### src/rtl/axis_packet_arbiter.sv
// Round-robin, packet-granular AXI-Stream byte arbiter feeding a 2-entry output FIFO.
// A grant is held from the first beat through the tlast beat of a packet.
module axis_packet_arbiter #(
  parameter int NUM_PORTS = 4
) (
  input  logic                          i_clk,
  input  logic                          i_rst_n,
  input  logic [8*NUM_PORTS-1:0]        i_tdata,
  input  logic [NUM_PORTS-1:0]          i_tlast,
  input  logic [NUM_PORTS-1:0]          i_tvalid,
  output logic [NUM_PORTS-1:0]          o_tready,
  output logic [7:0]                    o_tdata,
  output logic                          o_tlast,
  output logic                          o_tvalid,
  input  logic                          i_tready,
  output logic [((NUM_PORTS > 1) ? $clog2(NUM_PORTS) : 1)-1:0] o_grant
);

  localparam int GW = (NUM_PORTS > 1) ? $clog2(NUM_PORTS) : 1;

  typedef enum logic {
    IDLE   = 1'b0,
    LOCKED = 1'b1
  } state_e;

  state_e                state_q, state_d;
  logic [GW-1:0]         grant_q, grant_d;
  logic [GW-1:0]         last_grant_q, last_grant_d;
  logic [GW-1:0]         cand_s;
  logic                  found_s;
  logic [NUM_PORTS-1:0]  tready_q, tready_d;
  logic [1:0]            count_q, count_d;
  logic [8:0]            mem0_q, mem1_q;
  logic                  wr_ptr_q, rd_ptr_q;
  logic                  accept_s, pop_s;
  logic [7:0]            sel_data_s;
  logic                  sel_last_s;

  assign sel_data_s = i_tdata[{grant_q, 3'b000} +: 8];
  assign sel_last_s = i_tlast[grant_q];
  assign accept_s   = (state_q == LOCKED) & i_tvalid[grant_q] & tready_q[grant_q];
  assign pop_s      = (count_q != 2'd0) & i_tready;

  // Arbitration: round-robin search in IDLE, release the lock on an accepted tlast
  always_comb begin
    state_d      = state_q;
    grant_d      = grant_q;
    last_grant_d = last_grant_q;
    found_s      = 1'b0;
    cand_s       = grant_q;
    case (state_q)
      IDLE: begin
        for (int i = 1; i <= NUM_PORTS; i++) begin
          cand_s = GW'((int'(last_grant_q) + i) % NUM_PORTS);
          if (!found_s && i_tvalid[cand_s]) begin
            found_s = 1'b1;
            grant_d = cand_s;
            state_d = LOCKED;
          end else begin
            found_s = found_s;
          end
        end
      end
      LOCKED: begin
        if (accept_s && sel_last_s) begin
          state_d      = IDLE;
          last_grant_d = grant_q;
        end else begin
          state_d = LOCKED;
        end
      end
      default: state_d = IDLE;
    endcase
  end

  // FIFO occupancy and the registered per-port ready derived from next-state count
  always_comb begin
    count_d  = count_q;
    tready_d = {NUM_PORTS{1'b0}};
    case ({accept_s, pop_s})
      2'b10:   count_d = count_q + 2'd1;
      2'b01:   count_d = count_q - 2'd1;
      default: count_d = count_q;
    endcase
    if ((state_d == LOCKED) && (count_d != 2'd2)) begin
      tready_d[grant_d] = 1'b1;
    end else begin
      tready_d = {NUM_PORTS{1'b0}};
    end
  end

  // State, pointers and FIFO storage
  always_ff @(posedge i_clk) begin
    if (!i_rst_n) begin
      state_q      <= IDLE;
      grant_q      <= {GW{1'b0}};
      last_grant_q <= GW'(NUM_PORTS - 1);
      tready_q     <= {NUM_PORTS{1'b0}};
      count_q      <= 2'd0;
      mem0_q       <= 9'd0;
      mem1_q       <= 9'd0;
      wr_ptr_q     <= 1'b0;
      rd_ptr_q     <= 1'b0;
    end else begin
      state_q      <= state_d;
      grant_q      <= grant_d;
      last_grant_q <= last_grant_d;
      tready_q     <= tready_d;
      count_q      <= count_d;
      if (accept_s) begin
        if (wr_ptr_q) begin
          mem1_q <= {sel_last_s, sel_data_s};
        end else begin
          mem0_q <= {sel_last_s, sel_data_s};
        end
        wr_ptr_q <= ~wr_ptr_q;
      end else begin
        wr_ptr_q <= wr_ptr_q;
      end
      if (pop_s) begin
        rd_ptr_q <= ~rd_ptr_q;
      end else begin
        rd_ptr_q <= rd_ptr_q;
      end
    end
  end

  assign o_tready = tready_q;
  assign o_grant  = grant_q;
  assign o_tvalid = (count_q != 2'd0);
  assign o_tdata  = rd_ptr_q ? mem1_q[7:0] : mem0_q[7:0];
  assign o_tlast  = rd_ptr_q ? mem1_q[8]   : mem0_q[8];

endmodule

### config.mk
export PLATFORM = sky130hd
export DESIGN_NAME = axis_packet_arbiter
export DESIGN_NICKNAME = d
export VERILOG_FILES = /design/src/rtl/axis_packet_arbiter.sv
export SDC_FILE = /design/constraint.sdc
export NUM_CORES = 1
export LEC_CHECK = 0
export ABC_AREA = 0
export CORE_MARGIN = 8
export CORE_UTILIZATION = 41
export DETAILED_ROUTE_END_ITERATION = 12
export PLACE_DENSITY = 0.7
export SLEW_MARGIN = 40
export SYNTH_ARGS = -nofsm -noshare
export SYNTH_HDL_FRONTEND = slang
export SYNTH_SLANG_ARGS = --single-unit
### constraint.sdc
create_clock -name i_clk -period 2.7 [get_ports i_clk]
set_input_delay 0.405 -clock i_clk [delete_from_list [all_inputs] [get_ports i_clk]]
set_output_delay 0.405 -clock i_clk [all_outputs]
set_load 0.01 [all_outputs]
==> results of run 1 <==
## synthesized netlist by cell type (3+ instances only)
| master | count | area share [%] |
|---|---|---|
| sky130_fd_sc_hd__nand2b_1 | 9 | 2.7 |
| sky130_fd_sc_hd__nand2_1 | 3 | 0.55 |
| sky130_fd_sc_hd__a21oi_1 | 5 | 1.2 |
| sky130_fd_sc_hd__buf_2 | 9 | 2.2 |
| sky130_fd_sc_hd__nor3b_1 | 3 | 1.1 |
| sky130_fd_sc_hd__mux2_2 | 9 | 4.9 |
| sky130_fd_sc_hd__and2_1 | 3 | 0.91 |
| sky130_fd_sc_hd__and3_1 | 3 | 0.91 |
| sky130_fd_sc_hd__or3_1 | 3 | 0.91 |
| sky130_fd_sc_hd__nand3_1 | 4 | 0.97 |
| sky130_fd_sc_hd__mux4_2 | 10 | 11 |
| sky130_fd_sc_hd__mux2i_1 | 22 | 11 |
| sky130_fd_sc_hd__a211oi_1 | 4 | 1.5 |
| sky130_fd_sc_hd__xnor2_1 | 3 | 1.3 |
| sky130_fd_sc_hd__buf_4 | 3 | 1.1 |
| sky130_fd_sc_hd__inv_1 | 6 | 1.1 |
| sky130_fd_sc_hd__nor2b_1 | 20 | 6.1 |
| sky130_fd_sc_hd__o21ai_0 | 5 | 1.2 |
| sky130_fd_sc_hd__clkbuf_1 | 4 | 0.73 |
| sky130_fd_sc_hd__dfxtp_1 | 31 | 30 |
| sky130_fd_sc_hd__nor2_1 | 8 | 1.5 |
## registers in the layout, indices dropped and copies added, names as in the netlist
| name | count |
|---|---|
| count_q | 2 |
| last_grant_q | 2 |
| mem0_q | 9 |
| mem1_q | 9 |
| o_grant | 2 |
| o_tready | 4 |
| rd_ptr_q | 1 |
| state_q | 1 |
| wr_ptr_q | 1 |
## report_power, final
| group | switching [mW] | total (mW) | internal (mW) |
|---|---|---|---|
| registers | 0.0355 | 0.523 | 0.488 |
| clock network | 0.153 | 0.385 | 0.232 |
| logic | 0.156 | 0.381 | 0.224 |
## worst min path at each step
stage / startpoint / endpoint / depth (start not counted)
6_report: mem0_q[7] / mem0_q[7] / 2
3_3_place_gp: mem1_q[2] / mem1_q[2] / 2
3_5_place_dp: mem1_q[6] / mem1_q[6] / 2
2_1_floorplan: mem1_q[0] / mem1_q[0] / 2
4_1_cts: mem1_q[6] / mem1_q[6] / 2
5_1_grt: mem0_q[7] / mem0_q[7] / 2
## per-layer routing
layer / GRT usage [%] / vias to the layer above
met3: 4.54 / 6
met5: 0 / -
met4: 4.07 / 0
met2: 23.1 / 52
met1: 19.1 / 864
li1: - / 897
## cell families (layout without fill, tap and decap cells)
family | after synthesis | count (layout) | share of synthesized area [%]
xor gates and xnor gates | 3 | 3 | 1.28
and+or+nand+nor | 72 | 72 | 21.2
adders and majority gates | 1 | 1 | 0.609
DFF | 31 | 31 | 30.2
buffers and inverters | 23 | 82 | 5.66
muxes | 42 | 42 | 27.1
AOI/OAI and AO/OA | 37 | 37 | 13.9
## per-stage QoR
stage | utilization (%) | setup WS (ns) | power [mW] | area (um^2)
after floorplan | - | 0.740 | 0.756 | 2060
after global placement | 56.4 | 0.148 | 0.909 | 2700
after detailed placement | 56.4 | 0.0746 | 0.914 | 2700
after CTS | 58.5 | 0.330 | 1.30 | 2800
after global routing | 58.5 | 0.0264 | 1.37 | 2800
final | 58.5 | 0.317 | 1.29 | 2800
## worst register-to-register path, cell delays in order (launching register included)
cell,delay (ns)
sky130_fd_sc_hd__dfxtp_1,0.43
sky130_fd_sc_hd__nand3_1,0.14
sky130_fd_sc_hd__o211ai_1,0.15
sky130_fd_sc_hd__nand3_1,0.16
sky130_fd_sc_hd__ha_1,0.37
sky130_fd_sc_hd__nand2b_1,0.15
sky130_fd_sc_hd__o21ai_0,0.08
sky130_fd_sc_hd__a21oi_1,0.14
sky130_fd_sc_hd__nand4_1,0.19
sky130_fd_sc_hd__nor4_1,0.25
## final cells by class
type,instances,area share (%)
multi-input cells,155,47.1
repair buffers,68,23.4
flip-flops and latches,31,22.2
clock buffers,8,3.57
well taps,67,2.99
inverters,6,0.804
## cell usage in the layout, fill, tap and decap left out, drive strengths merged, types with 4 or more instances in the layout
cell type / synthesis / layout
mux2: 10 / 10
nor2: 8 / 8
clkdlybuf4s50: 0 / 58
mux2i: 22 / 22
buf: 13 / 10
a211oi: 4 / 4
inv: 6 / 6
nand2b: 9 / 9
o21ai: 6 / 6
nand3: 4 / 4
clkbuf: 4 / 8
nor2b: 20 / 20
a21oi: 5 / 5
dfxtp: 31 / 31
mux4: 10 / 10
==> flow_summary.html, run 1 <==
<table>
<tr><th>Metric</th><th>Value</th></tr>
<tr><th colspan="2">STA</th></tr>
<tr><td>Worst hold margin</td><td>0.514 ns</td></tr>
<tr><td>Fin. Hold Viols</td><td>0</td></tr>
<tr><td>Min Clock Period, post-route</td><td>2.38 ns</td></tr>
<tr><td>Worst Skew</td><td>0.00437 ns</td></tr>
<tr><td>Slew Limit Headroom</td><td>65.9%</td></tr>
<tr><td>Final setup viols</td><td>0</td></tr>
<tr><td>Transition at the pin with the smallest max-transition slack</td><td>0.511 ns</td></tr>
<tr><td>Number of pins with negative max-slew slack in the final report</td><td>0</td></tr>
<tr><td>RSZ-0062 raised after global routing</td><td>no</td></tr>
<tr><td>Fin Setup TNS</td><td>0 ns</td></tr>
<tr><td>Fin crit share</td><td>88.3%</td></tr>
<tr><td>F_max</td><td>420 MHz</td></tr>
<tr><th colspan="2">Setup path</th></tr>
<tr><td>Delay of the slowest cell on the worst path</td><td>0.50 ns</td></tr>
<tr><td>Critical path's slowest cell</td><td>sky130_fd_sc_hd__clkdlybuf4s50_1</td></tr>
<tr><td>Crit path max fanout</td><td>4</td></tr>
<tr><td>Logic depth of the worst register-to-register path</td><td>9</td></tr>
<tr><td>Arrival time reported for the critical path endpoint</td><td>2.55 ns</td></tr>
<tr><td>Buffer and inverter count on the worst path</td><td>1</td></tr>
<tr><td>Timing startpoint of the critical path</td><td>i_tvalid[2]</td></tr>
<tr><td>Setup crit start kind</td><td>input port</td></tr>
<tr><td>Startpoint of the lowest-slack register-to-register path</td><td>o_grant[0]</td></tr>
<tr><td>End of the critical path</td><td>o_tready[3]</td></tr>
<tr><td>CP endpoint kind</td><td>register</td></tr>
<tr><td>Reg2reg setup slack</td><td>0.53 ns</td></tr>
<tr><td>Critical path's top delay family</td><td>simple AND/OR/NAND/NOR gates</td></tr>
<tr><td>Endpoint of the worst register-to-register path</td><td>o_tready[3]</td></tr>
<tr><td>Startpoint-to-endpoint class of the critical path</td><td>input port to register</td></tr>
<tr><td>Instance count on the critical path</td><td>10</td></tr>
<tr><td>CP cell instances</td><td>clkdlybuf4s50_1 -&gt; nand2_1 -&gt; o211ai_1 -&gt; nand3_1 -&gt; ha_1 -&gt; nand2b_1 -&gt; o21ai_0 -&gt; a21oi_1 -&gt; nand4_1 -&gt; nor4_1</td></tr>
<tr><td>Required time reported for the critical path endpoint</td><td>2.87 ns</td></tr>
<tr><th colspan="2">Clocking</th></tr>
<tr><td>Post-CTS repair timing setup buffer count</td><td>0</td></tr>
<tr><td>Number of clock sinks seen by CTS</td><td>31</td></tr>
<tr><td>H-tree depth reported by CTS</td><td>2</td></tr>
<tr><td>TritonCTS Buffers</td><td>5</td></tr>
<tr><td>Reg clk slew, reported paths</td><td>0.06 ns</td></tr>
<tr><td>Clk buf depth</td><td>2</td></tr>
<tr><td>Clock latency on the worst-skew pair</td><td>0.27 ns</td></tr>
<tr><td>Clock tree from TritonCTS</td><td>yes</td></tr>
<tr><td>Clock root cell</td><td>sky130_fd_sc_hd__clkbuf_8</td></tr>
<tr><td>Post-CTS Hold Buffers</td><td>0</td></tr>
<tr><td>Number of gates resized after cts</td><td>0</td></tr>
<tr><th colspan="2">Drt</th></tr>
<tr><td>DRC errors left</td><td>0</td></tr>
<tr><td>Wire length on met1</td><td>2500 um</td></tr>
<tr><td>Met3 WL</td><td>383 um</td></tr>
<tr><td>Number of nets still failing antenna checks after routing</td><td>0</td></tr>
<tr><td>Routed vias/inst</td><td>5.43</td></tr>
<tr><td>Number of DRC markers in iteration 0</td><td>97</td></tr>
<tr><td>Total routed wirelength</td><td>5520 um</td></tr>
<tr><td>Met2 wirelength from detailed routing</td><td>2560 um</td></tr>
<tr><td>Via count of the routed design</td><td>1819</td></tr>
<tr><td>1st-pass router iterations</td><td>4</td></tr>
<tr><td>Highest layer used for signal routing</td><td>met4</td></tr>
<tr><td>Average wire per standard cell</td><td>16.5 um</td></tr>
<tr><th colspan="2">Power</th></tr>
<tr><td>VDD IR-drop max</td><td>0.336 mV</td></tr>
<tr><td>Cell leakage power</td><td>0.995 nW</td></tr>
<tr><td>PD cells</td><td>460 mW/mm^2</td></tr>
<tr><th colspan="2">Synth</th></tr>
<tr><td>Per-instance average area after synthesis</td><td>9.84 um^2</td></tr>
<tr><td>Syn Std Cell Area</td><td>0.00206 mm^2</td></tr>
<tr><td>Flip-flop and latch count after synthesis</td><td>31</td></tr>
<tr><td>Number of flops mapped to enable cells by yosys</td><td>0</td></tr>
<tr><td>Syn Nets</td><td>253</td></tr>
<tr><td>Seq/Total Area, Yosys</td><td>30.2%</td></tr>
<tr><td>Synth Warn #</td><td>0</td></tr>
<tr><td>Dominant synthesized flop cell</td><td>sky130_fd_sc_hd__dfxtp_1</td></tr>
<tr><td>Synth unique cells</td><td>55</td></tr>
<tr><td>Share of synthesized registers carrying an async set or reset</td><td>0%</td></tr>
<tr><td>Cell count after synthesis</td><td>209</td></tr>
<tr><th colspan="2">Floorplan</th></tr>
<tr><td>Die area</td><td>0.00754 mm^2</td></tr>
<tr><td>Ports placed on the boundary</td><td>59</td></tr>
<tr><td>Vertical die dimension</td><td>86.8 um</td></tr>
<tr><td>Cell row count</td><td>25</td></tr>
<tr><td>Initial core utilization</td><td>43.0%</td></tr>
<tr><td>Core ar.</td><td>0.00479 mm^2</td></tr>
<tr><td>Die Width</td><td>86.8 um</td></tr>
<tr><th colspan="2">Global routing</th></tr>
<tr><td>Global-route wire length before repair</td><td>8900 um</td></tr>
<tr><td>Via count of the first global-routing pass</td><td>1804</td></tr>
<tr><td>Number of antenna violations at the first check in global routing</td><td>0</td></tr>
<tr><td>Pin count of the biggest net entering global routing</td><td>21</td></tr>
<tr><td>Overflow after GRT</td><td>0</td></tr>
<tr><td>Global-route usage over all layers</td><td>14.8%</td></tr>
<tr><th colspan="2">Layout</th></tr>
<tr><td>Synthesis-to-layout area growth</td><td>36.3%</td></tr>
<tr><td>Area of the multi-input gates</td><td>0.00132 mm^2</td></tr>
<tr><td>Ratio of cells with drive above 1 in the final layout</td><td>15.7%</td></tr>
<tr><td>Number of nets in the layout</td><td>311</td></tr>
<tr><td>Post-layout instance count excluding filler cells</td><td>335</td></tr>
<tr><td>Flip-flop and latch area</td><td>621 um^2</td></tr>
<tr><td>Ant. Diodes</td><td>0</td></tr>
<tr><td>Fillers</td><td>432</td></tr>
<tr><th colspan="2">Placed design</th></tr>
<tr><td>Gp weighted congestion</td><td>0.837</td></tr>
<tr><td>Detailed Place HPWL</td><td>4280 um</td></tr>
<tr><td># port buffers</td><td>58</td></tr>
<tr><td>Placed insts</td><td>327</td></tr>
<tr><th colspan="2">Status</th></tr>
<tr><td>Run status</td><td>complete, no violations</td></tr>
<tr><th colspan="2">Run</th></tr>
<tr><td>Max Cap Violations</td><td>0</td></tr>
<tr><th colspan="2">Hold path</th></tr>
<tr><td>Worst min-delay path category</td><td>register to register</td></tr>
</table>
(Power assumes the default switching activity.)
==> inputs of run 2 (changes only) <==
CELL_PAD_IN_SITES_DETAIL_PLACEMENT = 2   (was not set)
CELL_PAD_IN_SITES_GLOBAL_PLACEMENT = 2   (was not set)
CORE_UTILIZATION = 29   (was 41)
GPL_TIMING_DRIVEN = 0   (was not set)
PLACE_DENSITY = not set   (was 0.7)
PLACE_DENSITY_LB_ADDON = 0.1   (was not set)
clock period = 2.5 ns   (was 2.7 ns; I/O delays follow)
==> run 2 against run 1 <==
Cell area grew 2.0%. Combinational power increased by 20%. Flip-flop and latch count unchanged. Hold slack lost 0.0036 ns. Clock skew rose by 0.0083 ns.
==> flow_summary.html, run 2 (synthesis gave the netlist of run 1 again) <==
<table>
<tr><th>Metric</th><th>Value</th></tr>
<tr><th colspan="2">Setup path</th></tr>
<tr><td>Critical path's slowest cell</td><td>sky130_fd_sc_hd__clkbuf_1</td></tr>
<tr><td>Arrival time reported for the critical path endpoint</td><td>2.03 ns</td></tr>
<tr><td>Setup crit start kind</td><td>register</td></tr>
<tr><td>Instance count on the critical path</td><td>3</td></tr>
<tr><td>Logic depth of the worst register-to-register path</td><td>10</td></tr>
<tr><td>Startpoint-to-endpoint class of the critical path</td><td>register to output pin</td></tr>
<tr><td>Required time reported for the critical path endpoint</td><td>2.12 ns</td></tr>
<tr><td>Crit path max fanout</td><td>10</td></tr>
<tr><td>CP endpoint kind</td><td>output pin</td></tr>
<tr><td>Critical path's top delay family</td><td>buffers and inverters</td></tr>
<tr><td>CP cell instances</td><td>clkbuf_1 -&gt; mux2_2 -&gt; clkdlybuf4s50_1</td></tr>
<tr><td>Buffer and inverter count on the worst path</td><td>2</td></tr>
<tr><td>Delay of the slowest cell on the worst path</td><td>0.52 ns</td></tr>
<tr><th colspan="2">Global routing</th></tr>
<tr><td>Global-route wire length before repair</td><td>11200 um</td></tr>
<tr><td>Overflow after GRT</td><td>0</td></tr>
<tr><td>Number of antenna violations at the first check in global routing</td><td>0</td></tr>
<tr><td>Global-route usage over all layers</td><td>14.1%</td></tr>
<tr><td>Via count of the first global-routing pass</td><td>2146</td></tr>
<tr><td>Pin count of the biggest net entering global routing</td><td>11</td></tr>
<tr><th colspan="2">Power</th></tr>
<tr><td>Combinational share of power</td><td>33.1%</td></tr>
<tr><td>PD cells</td><td>483 mW/mm^2</td></tr>
<tr><td>Total net switching power</td><td>408 uW</td></tr>
<tr><td>Part of the power in registers</td><td>39.7%</td></tr>
<tr><td>Part of the power in the clock network</td><td>27.2%</td></tr>
<tr><td>Total Power Consumption</td><td>1.38 mW</td></tr>
<tr><td>Internal portion of total power</td><td>971 uW</td></tr>
<tr><td>Cell leakage power</td><td>1.02 nW</td></tr>
<tr><td>VDD IR-drop max</td><td>0.173 mV</td></tr>
<tr><td>Sw Share</td><td>29.6%</td></tr>
<tr><th colspan="2">Placed design</th></tr>
<tr><td># port buffers</td><td>57</td></tr>
<tr><td>Gp weighted congestion</td><td>0.782</td></tr>
<tr><td>Detailed Place HPWL</td><td>5400 um</td></tr>
<tr><td>Instance area after placement</td><td>0.00275 mm^2</td></tr>
<tr><td>Placed insts</td><td>362</td></tr>
<tr><th colspan="2">Layout</th></tr>
<tr><td>Core utilization of the finished layout</td><td>41.8%</td></tr>
<tr><td>Fillers</td><td>756</td></tr>
<tr><td>Ant. Diodes</td><td>0</td></tr>
<tr><td>Number of nets in the layout</td><td>317</td></tr>
<tr><td>Most common cell after layout, fill and taps aside</td><td>sky130_fd_sc_hd__clkdlybuf4s50_1</td></tr>
<tr><td>Area of the multi-input gates</td><td>0.00134 mm^2</td></tr>
<tr><td>Flip-flop and latch area</td><td>621 um^2</td></tr>
<tr><td>Ratio of cells with drive above 1 in the final layout</td><td>17.2%</td></tr>
<tr><td>Commonest non-fill, non-tap cells in the layout</td><td>sky130_fd_sc_hd__clkdlybuf4s50_1 (54), sky130_fd_sc_hd__dfxtp_1 (31), sky130_fd_sc_hd__mux2i_1 (22)</td></tr>
<tr><td>Summed area of non-filler cells in the final layout</td><td>0.00286 mm^2</td></tr>
<tr><td>Post-layout instance count excluding filler cells</td><td>370</td></tr>
<tr><td>Synthesis-to-layout area growth</td><td>39.0%</td></tr>
<tr><th colspan="2">Clocking</th></tr>
<tr><td>TritonCTS Buffers</td><td>5</td></tr>
<tr><td>Clock root cell</td><td>sky130_fd_sc_hd__clkbuf_8</td></tr>
<tr><td>Clock latency on the worst-skew pair</td><td>0.28 ns</td></tr>
<tr><td>Reg clk slew, reported paths</td><td>0.06 ns</td></tr>
<tr><td>Post-CTS repair timing setup buffer count</td><td>0</td></tr>
<tr><td>Clock tree from TritonCTS</td><td>yes</td></tr>
<tr><td>Post-CTS Hold Buffers</td><td>0</td></tr>
<tr><td>H-tree depth reported by CTS</td><td>2</td></tr>
<tr><td>Number of clock sinks seen by CTS</td><td>31</td></tr>
<tr><td>Clk buf depth</td><td>2</td></tr>
<tr><th colspan="2">Drt</th></tr>
<tr><td>DRC errors left</td><td>0</td></tr>
<tr><td>Routed vias/inst</td><td>5.08</td></tr>
<tr><td>1st-pass router iterations</td><td>4</td></tr>
<tr><td>Average wire per standard cell</td><td>18.5 um</td></tr>
<tr><td>Total routed wirelength</td><td>6850 um</td></tr>
<tr><td>Number of nets still failing antenna checks after routing</td><td>0</td></tr>
<tr><td>Number of DRC markers in iteration 0</td><td>38</td></tr>
<tr><td>Via count of the routed design</td><td>1881</td></tr>
<tr><th colspan="2">STA</th></tr>
<tr><td>Final setup viols</td><td>0</td></tr>
<tr><td>Min Clock Period, post-route</td><td>2.40 ns</td></tr>
<tr><td>Fin crit share</td><td>96.0%</td></tr>
<tr><td>F_max</td><td>416 MHz</td></tr>
<tr><td>Worst Skew</td><td>0.0127 ns</td></tr>
<tr><td>Number of pins with negative max-slew slack in the final report</td><td>0</td></tr>
<tr><td>Transition at the pin with the smallest max-transition slack</td><td>0.672 ns</td></tr>
<tr><td>RSZ-0062 raised after global routing</td><td>no</td></tr>
<tr><td>Fin. Hold Viols</td><td>0</td></tr>
<tr><td>Slew Limit Headroom</td><td>55.2%</td></tr>
<tr><th colspan="2">Floorplan</th></tr>
<tr><td>Initial core utilization</td><td>30.1%</td></tr>
<tr><td>Core ar.</td><td>0.00683 mm^2</td></tr>
<tr><td>Vertical die dimension</td><td>100 um</td></tr>
<tr><td>Die area</td><td>0.0100 mm^2</td></tr>
<tr><td>Ports placed on the boundary</td><td>59</td></tr>
<tr><td>Cell row count</td><td>30</td></tr>
<tr><td>Die Width</td><td>100 um</td></tr>
<tr><th colspan="2">Run</th></tr>
<tr><td>Max Cap Violations</td><td>0</td></tr>
<tr><th colspan="2">Status</th></tr>
<tr><td>Run status</td><td>complete, no violations</td></tr>
<tr><th colspan="2">Hold path</th></tr>
<tr><td>Worst min-delay path category</td><td>register to register</td></tr>
<tr><td>Hold Path Stages</td><td>2</td></tr>
</table>
run 2: power groups by stage:
stage               Sequential [mW]  Clock (mW)  Combinational (mW)
floorplan                     0.557           0               0.260
global placement              0.557           0               0.442
detailed placement            0.558           0               0.451
CTS                           0.548       0.384               0.463
global route                  0.552       0.411               0.496
finish                        0.548       0.375               0.456
run 2: metal layers:
layer	global-route usage [%]	part of all wire, %	wire (um)	up-vias
met5	0	0	0	-
met4	3.49	0.99	68	0
met3	3.39	4.4	304	7
met2	24.6	48	3300	48
met1	16.8	46	3180	919
li1	-	-	-	907
run 2: what timing repair did:
action	4_1_cts	5_1_grt
pin swaps	1	1
setup endpoints to repair	4	4
gates resized for setup	4	3
run 2: layout make-up:
cell class,count,share of cell area (%)
buffer,17,3.37
clock buffer,7,2.67
clock inverter,1,0.175
inverter,6,0.788
multi-input combinational,155,47.0
sequential,31,21.7
tap,96,4.20
timing repair buffer,57,20.1
run 2: worst min-delay path: cells and delay by family, from the launching register on:
family	cells	cell delay, ns
DFF	1	0.32
and+or+nand+nor	1	0.09
muxes	1	0.06
run 2: final timing paths:
path | from | endpoint | slack (ns)
setup / recovery | rd_ptr_q | o_tlast | 0.1
hold / removal | mem1_q[8] | mem1_q[8] | 0.51
setup reg to reg | o_grant[0] | o_tready[1] | 0.26
hold reg to reg | mem1_q[8] | mem1_q[8] | 0.51
run 2: per-stage QoR:
step	worst slack, ns	hold WS [ns]	TNS [ns]
after CTS	0.00461	0.519	0
final	0.0988	0.511	0
after detailed placement	-0.501	0.502	-2.15
after global routing	0.00539	0.556	0
after global placement	-0.498	0.492	-2.10
after floorplan	0.540	0.448	0
